===== src/rtl/imem_arbiter_pkg.sv =====
// Shared definitions for the instruction-memory arbiter: owner and FSM encodings plus default sizing.
package imem_arbiter_pkg;

    localparam int unsigned DEFAULT_DEPTH      = 128;
    localparam int unsigned DEFAULT_STARVE_MAX = 4;
    localparam int unsigned DATA_W             = 32;
    localparam int unsigned BADDR_W            = 32;

    // Which requester owns the outstanding response
    typedef enum logic {
        OWN_F = 1'b0,
        OWN_L = 1'b1
    } owner_e;

    // Response FSM: the state itself records {valid, owner} of the pending response
    typedef enum logic [1:0] {
        IDLE   = 2'd0,
        RESP_F = 2'd1,
        RESP_L = 2'd2
    } state_e;

    // One-entry outstanding response record
    typedef struct packed {
        logic   valid;
        owner_e owner;
        logic   err;
        logic   rd;
    } resp_t;

    // Next FSM state from the grant taken in the current cycle
    function automatic state_e resp_state(logic granted, owner_e owner);
        if (!granted) begin
            return IDLE;
        end
        return (owner == OWN_L) ? RESP_L : RESP_F;
    endfunction

endpackage


===== src/rtl/imem_arbiter_addr_check.sv =====
// Byte-address decode: word index into the memory and legality (aligned and in range).
module imem_addr_check
    import imem_arbiter_pkg::*;
#(
    parameter int unsigned IDX_W = 7
) (
    input  logic [BADDR_W-1:0] addr,
    output logic [IDX_W-1:0]   word_idx,
    output logic               legal
);

    // Word index is the byte address with the two offset bits dropped; anything above the array is illegal
    always_comb begin
        word_idx = addr[IDX_W+1:2];
        legal    = (addr[1:0] == 2'b00) && ((addr >> (IDX_W + 2)) == BADDR_W'(0));
    end

endmodule


===== src/rtl/imem_arbiter.sv =====
// Two-requester arbiter (fetch read port, loader read/write port) onto a single-cycle-latency instruction memory.
module imem_arbiter
    import imem_arbiter_pkg::*;
#(
    parameter int unsigned DEPTH      = DEFAULT_DEPTH,
    parameter int unsigned STARVE_MAX = DEFAULT_STARVE_MAX
) (
    input  logic                     clk,
    input  logic                     rst,

    input  logic                     f_req,
    input  logic [31:0]              f_addr,
    output logic                     f_gnt,
    output logic                     f_rvalid,
    output logic [31:0]              f_rdata,
    output logic                     f_err,

    input  logic                     l_req,
    input  logic                     l_we,
    input  logic [31:0]              l_addr,
    input  logic [31:0]              l_wdata,
    output logic                     l_gnt,
    output logic                     l_rvalid,
    output logic [31:0]              l_rdata,
    output logic                     l_err,

    output logic                     mem_en,
    output logic                     mem_we,
    output logic [$clog2(DEPTH)-1:0] mem_addr,
    output logic [31:0]              mem_wdata,
    input  logic [31:0]              mem_rdata
);

    localparam int unsigned AW = $clog2(DEPTH);
    localparam int unsigned SW = $clog2(STARVE_MAX + 1);

    state_e          state_q;
    state_e          state_d;
    logic [SW-1:0]   starve_q;
    logic [SW-1:0]   starve_d;
    resp_t           resp_q;
    logic [31:0]     sel_addr;
    logic [AW-1:0]   word_idx;
    logic            legal;
    logic            granted;
    owner_e          grant_owner;

    imem_addr_check #(
        .IDX_W (AW)
    ) u_addr_check (
        .addr     (sel_addr),
        .word_idx (word_idx),
        .legal    (legal)
    );

    // Arbitration, starvation counter and next FSM state; loader wins unless fetch has waited STARVE_MAX grants
    always_comb begin
        f_gnt       = 1'b0;
        l_gnt       = 1'b0;
        sel_addr    = f_addr;
        grant_owner = OWN_F;
        starve_d    = starve_q;

        if (rst) begin
            if (l_req && !(f_req && (starve_q == SW'(STARVE_MAX)))) begin
                l_gnt       = 1'b1;
                sel_addr    = l_addr;
                grant_owner = OWN_L;
            end else if (f_req) begin
                f_gnt = 1'b1;
            end
        end

        granted = f_gnt | l_gnt;
        state_d = resp_state(granted, grant_owner);

        if (!f_req || f_gnt) begin
            starve_d = '0;
        end else if (l_gnt && (starve_q != SW'(STARVE_MAX))) begin
            starve_d = starve_q + SW'(1);
        end
    end

    // Memory port driven in the grant cycle; illegal accesses never reach the array
    always_comb begin
        mem_en    = granted & legal;
        mem_we    = l_gnt & legal & l_we;
        mem_addr  = word_idx;
        mem_wdata = l_gnt ? l_wdata : '0;
    end

    // FSM, starvation counter and the registered response handshake outputs
    always_ff @(posedge clk or negedge rst) begin
        if (!rst) begin
            state_q  <= IDLE;
            starve_q <= '0;
            resp_q   <= '0;
            f_rvalid <= 1'b0;
            l_rvalid <= 1'b0;
            f_err    <= 1'b0;
            l_err    <= 1'b0;
        end else begin
            state_q      <= state_d;
            starve_q     <= starve_d;
            resp_q.valid <= granted;
            resp_q.owner <= grant_owner;
            resp_q.err   <= granted & ~legal;
            resp_q.rd    <= granted & legal & ~(l_gnt & l_we);
            f_rvalid     <= f_gnt;
            l_rvalid     <= l_gnt;
            f_err        <= f_gnt & ~legal;
            l_err        <= l_gnt & ~legal;
        end
    end

    // Read data: the memory's own output register, steered to the owner of the pending legal read
    always_comb begin
        f_rdata = '0;
        l_rdata = '0;
        if (resp_q.valid && resp_q.rd && !resp_q.err) begin
            if ((state_q == RESP_F) && (resp_q.owner == OWN_F)) begin
                f_rdata = mem_rdata;
            end
            if ((state_q == RESP_L) && (resp_q.owner == OWN_L)) begin
                l_rdata = mem_rdata;
            end
        end
    end

endmodule

===== config.mk =====
export PLATFORM = sky130hd
export DESIGN_NAME = imem_arbiter
export DESIGN_NICKNAME = d
export VERILOG_FILES = /design/src/rtl/imem_arbiter_pkg.sv /design/src/rtl/imem_arbiter_addr_check.sv /design/src/rtl/imem_arbiter.sv
export SDC_FILE = /design/constraint.sdc
export NUM_CORES = 1
export LEC_CHECK = 0
export ABC_CLOCK_PERIOD_IN_PS = 3560
export CAP_MARGIN = 5
export CORE_ASPECT_RATIO = 0.5
export CORE_MARGIN = 1.5
export CORE_UTILIZATION = 24
export DETAILED_ROUTE_END_ITERATION = 6
export MAX_ROUTING_LAYER = met4
export PLACE_DENSITY = 0.83
export SLEW_MARGIN = 25
export SYNTH_ARGS = -nofsm -noshare
export SYNTH_HDL_FRONTEND = slang
export SYNTH_HIERARCHICAL = 1
export SYNTH_SLANG_ARGS = --single-unit

===== constraint.sdc =====
create_clock -name clk -period 3.56 [get_ports clk]
set_input_delay 0.712 -clock clk [delete_from_list [all_inputs] [get_ports clk]]
set_output_delay 0.712 -clock clk [all_outputs]
set_load 0.01 [all_outputs]

-- Word-level counts from Yosys, hierarchy flattened
Cells that the tools add are included.
- bits in registers: 12
- bits of input ports: 133
- output and inout port bits: 111
- logic and storage cells: 57
- equal/unequal tests: 4
- $add $sub $neg: 1
- reduce and logical (&&, ||, !) cells: 15
- multiplexer cells: 16
- bitwise operators: 12
- operators with widths (operator ; count):
    2-to-1 mux 32 bit ; 7
    zero test 32 bit ; 1
    bitwise AND 1 bit ; 8
    logical AND 1 bit ; 8
    2-to-1 mux 3 bit ; 2
    2-to-1 mux 1 bit ; 5
    2-to-1 mux 2 bit ; 2
    adder 3 x 1 -> 3 bit (second input constant) ; 1
    == test 3 bit (second input constant) ; 1
    zero test 1 bit ; 3
    != test 3 bit (second input constant) ; 1
    inverter 1 bit ; 3
    == test 2 x 1 -> 1 bit (second input constant) ; 1
    == test 2 bit (second input constant) ; 1
    zero test 2 bit ; 1
    nonzero test 2 bit ; 1
    logical OR 1 bit ; 1
    OR 1 bit ; 1

-- Longest topological paths before layout
Gate-level depths: netlist of the first run.
- depth in word-level cells: 10
- gate-level depth with buffers: 10
- mapped depth without buffers: 9

-- Modules after synthesis
Netlist of the first run, hierarchy kept.
- modules (own cells, without submodules) (module ; instances ; cells an instance ; area each (um^2) ; seq. area each (um^2)):
    imem_arbiter ; 1 ; 186 ; 1596.5 ; 300.3
    imem_addr_check ; 1 ; 17 ; 107.6 ; 0.0

-- Worst setup path after synthesis of the first run
Ideal clock, no wire load.
- path kind: input to output
- start point: input rst
- end point: output mem_we
- buffers on the path: 1
- data arrival time: 2279 ps
- path slack: 569 ps
- stages on the path: 8
- cells stage by stage: nand2_2 a31oi_4 buf_6 mux2_2 nor4_1 nand4_1 nor2_1 and3_1
- longest elaborated chain between the ends: 5
- RTL lines (element ; line ; source):
    start: declaration ; imem_arbiter.sv:9 ; input logic rst,
    2-to-1 mux 32 bit ; imem_arbiter.sv:64 ; if (rst) begin
    via sel_addr[1] ; imem_arbiter.sv:42 ; logic [31:0] sel_addr;
    zero test 2 bit ; imem_arbiter_addr_check.sv:15 ; legal = (addr[1:0] == 2'b00) && ((addr >> (IDX_W + 2)) == BADDR_W'(0));
    logical AND 1 bit ; imem_arbiter_addr_check.sv:15 ;
    via legal ; imem_arbiter.sv:44 ; logic legal;
    bitwise AND 1 bit (2 in a row) ; imem_arbiter.sv:87 ; mem_we = l_gnt & legal & l_we;
    end: declaration ; imem_arbiter.sv:28 ; output logic mem_we,
The timed path passes the listed nets, and every way through them passes these cells.

-- Worst setup path in the final report of the first run
- start point: register starve_q[0]
- end point: output mem_we
- longest elaborated chain between the ends: 10
- RTL lines (element ; line ; source):
    start: declaration ; imem_arbiter.sv:39 ; logic [SW-1:0] starve_q;
    start signal: assignment ; imem_arbiter.sv:104 ; starve_q <= starve_d;
    == test 3 bit ; imem_arbiter.sv:65 ; if (l_req && !(f_req && (starve_q == SW'(STARVE_MAX)))) begin
    logical AND 1 bit ; imem_arbiter.sv:65 ;
    zero test 1 bit ; imem_arbiter.sv:65 ;
    logical AND 1 bit ; imem_arbiter.sv:65 ;
    2-to-1 mux 32 bit ; imem_arbiter.sv:65 ;
    2-to-1 mux 32 bit ; imem_arbiter.sv:64 ;
    via sel_addr[9] ; imem_arbiter.sv:42 ;
    zero test 32 bit ; imem_arbiter_addr_check.sv:15 ;
    logical AND 1 bit ; imem_arbiter_addr_check.sv:15 ;
    via legal ; imem_arbiter.sv:44 ;
    bitwise AND 1 bit (2 in a row) ; imem_arbiter.sv:87 ;
The timed path passes the listed nets, and every way through them passes these cells.

==> impl_metrics.toml, run 1 <==
[setup_path]
start_kind = "flop"
critPathLaunch = "starve_q[0]"
crit_path_end_kind = "primary output"
r2r-end = "resp_q[0]"
cp.depth = 12
cp_cell_sequence = "inv_1 > ha_1 > a31oi_4 > buf_12 > buf_16 > mux2_2 > nor4_2 > nand4_1 > nor2_2 > buf_4 > and3_1 > buf_2"
worst-path-buf-inv = 5
cp_max_fo = 9
required_ns = 2.85
critPathKind = "flop to primary output"
critical-path-top-delay-family = "simple AND/OR/NAND/NOR gates"
r2r-start = "starve_q[0]"
r2r_slack_ns = 0.80
r2r_cells = 12
cp.arrival_ns = 2.85
max_stage_delay_ns = 0.38
endpoint = "mem_we"
crit_slowest_cell = "dfrtp_1"

[route]
dr.pass1.iters = 4
drc = 0
routed-via-count = 2340
routed_wl_um = 8890
antenna_left = 0
drt_iter0_drc = 93
viasPerCell = 4.26
post_drt_wl_per_cell_um = 16.2

[sta]
slew_headroom_pct = 81.4
finalSetupViolCount = 1
period_share_pct = 100
fin_setup_tns_ns = -0.000424
final_max_slew_viol_count = 0
fmax_mhz = 281
hold_viol = 0
finalClockSkew_ns = 0.00484
min_period_ns = 3.56
worst_slack_ns = -0.000424
worstMarginPinSlew_ns = 0.277
hold_ws_ns = 0.449

[power]
p_total_mw = 0.706
worst_ir_drop_vdd_uv = 156
p_leak_nw = 1.77
power.density_nw_per_um2 = 156

[clock_network]
cts_buffers = 3
htreeDepth = 1
cts_root_buffer = "clkbuf_16"
clk_pin_slew_ns = 0.05
clkSinkCount = 12
clk-insertion-delay-late_ns = 0.24
cts_tree = "built"
clockBufferDepth = 2
holdBufCountCts = 0

[grt]
gr-total-overflow = 0
grt_max_degree = 33
track_usage_pct = 22.5
grt_pass1_wl_um = 13100
grt_pass1_vias = 2524
antenna_found_initial = 0

[job]
max-cap-violations = 0

[layout]
post_layout_nonfiller_instances = 549
seq_area_sq_um = 300
fin_nets = 593
n_antenna_cell = 0
stdcell_area_sq_um = 4520
final_core_util_pct = 66.7
fillers = 524
area_growth_pct = 165
multi_input_area_sq_um = 1310
drive_gt1_share_pct = 16.8

[floorplanning]
die_h_um = 62.6
start_util_pct = 25.1
die_width_um = 122
dieArea_sq_um = 7650
core_sq_um = 6780
ios = 244
rows = 21

[synth]
netlist_instances = 203
synthArstFlopShare_pct = 100
synth_flop_cell = "dfrtp_1"
synthesis.nets = 338
synth.avg_cell_area_sq_um = 8.39
syn-cell-area_sq_um = 1700
ys_seq_area_share_pct = 17.6
ys_seq_elements = 12
yosysTopAreaCellShare_pct = 35.6
synth.distinct_cells = 29
yosysTopAreaCell = "and2_1"
synth_edf_count = 0
yosysMostFrequentCell = "and2_1"
yosysWarnings = 6
netlist_top_cells_area = "and2_1, mux2_2, dfrtp_1, buf_4, buf_6"
ys_top_cells_by_count = "and2_1, mux2_2, dfrtp_1"

[placement]
dp_hpwl_um = 6810
place_inst = 533
io_buffers = 243
gp_congestion = 0.949
place_area_sq_um = 4230
place_ws_ns = -0.579

[status]
violations = "negative setup slack"
status = "finished, violations left"

[min_path]
hold_class = "primary input to asynchronous set/reset pin"
## area by class of cell
type | instances | share of cell area (%)
clock buffer | 4 | 1.96
inverter | 3 | 0.249
multi-input combinational | 168 | 29.0
sequential | 12 | 6.64
tap | 92 | 2.54
timing repair buffer | 270 | 59.6
## cells by family after synthesis
family | share of synthesized area, %
simple gates | 46.0
mux | 21.1
buf+inv | 9.10
flops | 17.6
compound gates | 4.70
fa+ha+maj | 1.47
## power by group
group	switching (mW)	total [mW]	internal (mW)	leakage, nW
sequential	0.00317	0.145	0.142	0.159
combinational	0.102	0.332	0.230	1.57
clock	0.0587	0.228	0.170	0.0442
total	0.164	0.706	0.542	1.77
## state kept, by name, summed over array words and instances (netlist names)
name / flops
state_q: 2
f_rvalid: 1
starve_q: 3
l_err: 1
resp_q: 4
f_err: 1
## placed cells by master (no fill, tap or decap), types with 2 or more instances in the layout
| cell | count |
|---|---|
| a21boi_0 | 3 |
| a21oi_1 | 2 |
| and2_1 | 97 |
| buf_12 | 3 |
| buf_16 | 2 |
| buf_4 | 21 |
| clkbuf_16 | 3 |
| clkbuf_2 | 3 |
| clkdlybuf4s50_1 | 238 |
| dfrtp_1 | 12 |
| ha_1 | 2 |
| inv_1 | 3 |
| mux2_2 | 31 |
| nand2_1 | 4 |
| nand4_1 | 2 |
| nor2_1 | 2 |
| nor2b_1 | 3 |
| nor3b_1 | 2 |
| nor4_2 | 2 |
| nor4_4 | 3 |
| o21a_1 | 2 |
## metal layers
layer	part of all wire, %	up-vias	GRT usage (%)	wire [um]
met5	0	-	-	0
met4	3.1	0	8.87	273
met3	5.3	26	5.47	468
met2	54	86	40.7	4780
met1	38	1057	23.7	3360
li1	-	1171	-	-
## how the worst min path moves through the flow
stage | startpoint | end | slack [ns] | depth (start not counted)
final | rst | f_rvalid | 0.45 | 2
after global routing | rst | f_rvalid | 0.47 | 2
after global placement | starve_q[1] | starve_q[1] | 0.55 | 2
after CTS | starve_q[1] | starve_q[1] | 0.56 | 2
after floorplan | rst | f_err | 0.42 | 0
after detailed placement | starve_q[1] | starve_q[1] | 0.55 | 2
## what timing repair did
item | CTS | global route
buffers inserted | 4 | 6
pin swaps | 4 | 4
resized for setup | 13 | 14
setup endpoints to repair | 2 | 2
cloned | 2 | 0
Note: power is estimated with default switching activity, not from simulation.
==> run 2, diff against run 1 <==
Settings changed: CAP_MARGIN 5 to default.
==> results of run 2 <==
The final DEF is identical to that of run 1; final timing and power are the same.
==> run 3, diff against run 2 <==
Settings changed: SLEW_MARGIN 25 to default.
==> results of run 3 <==
The final DEF is identical to that of run 1; final timing and power are the same.
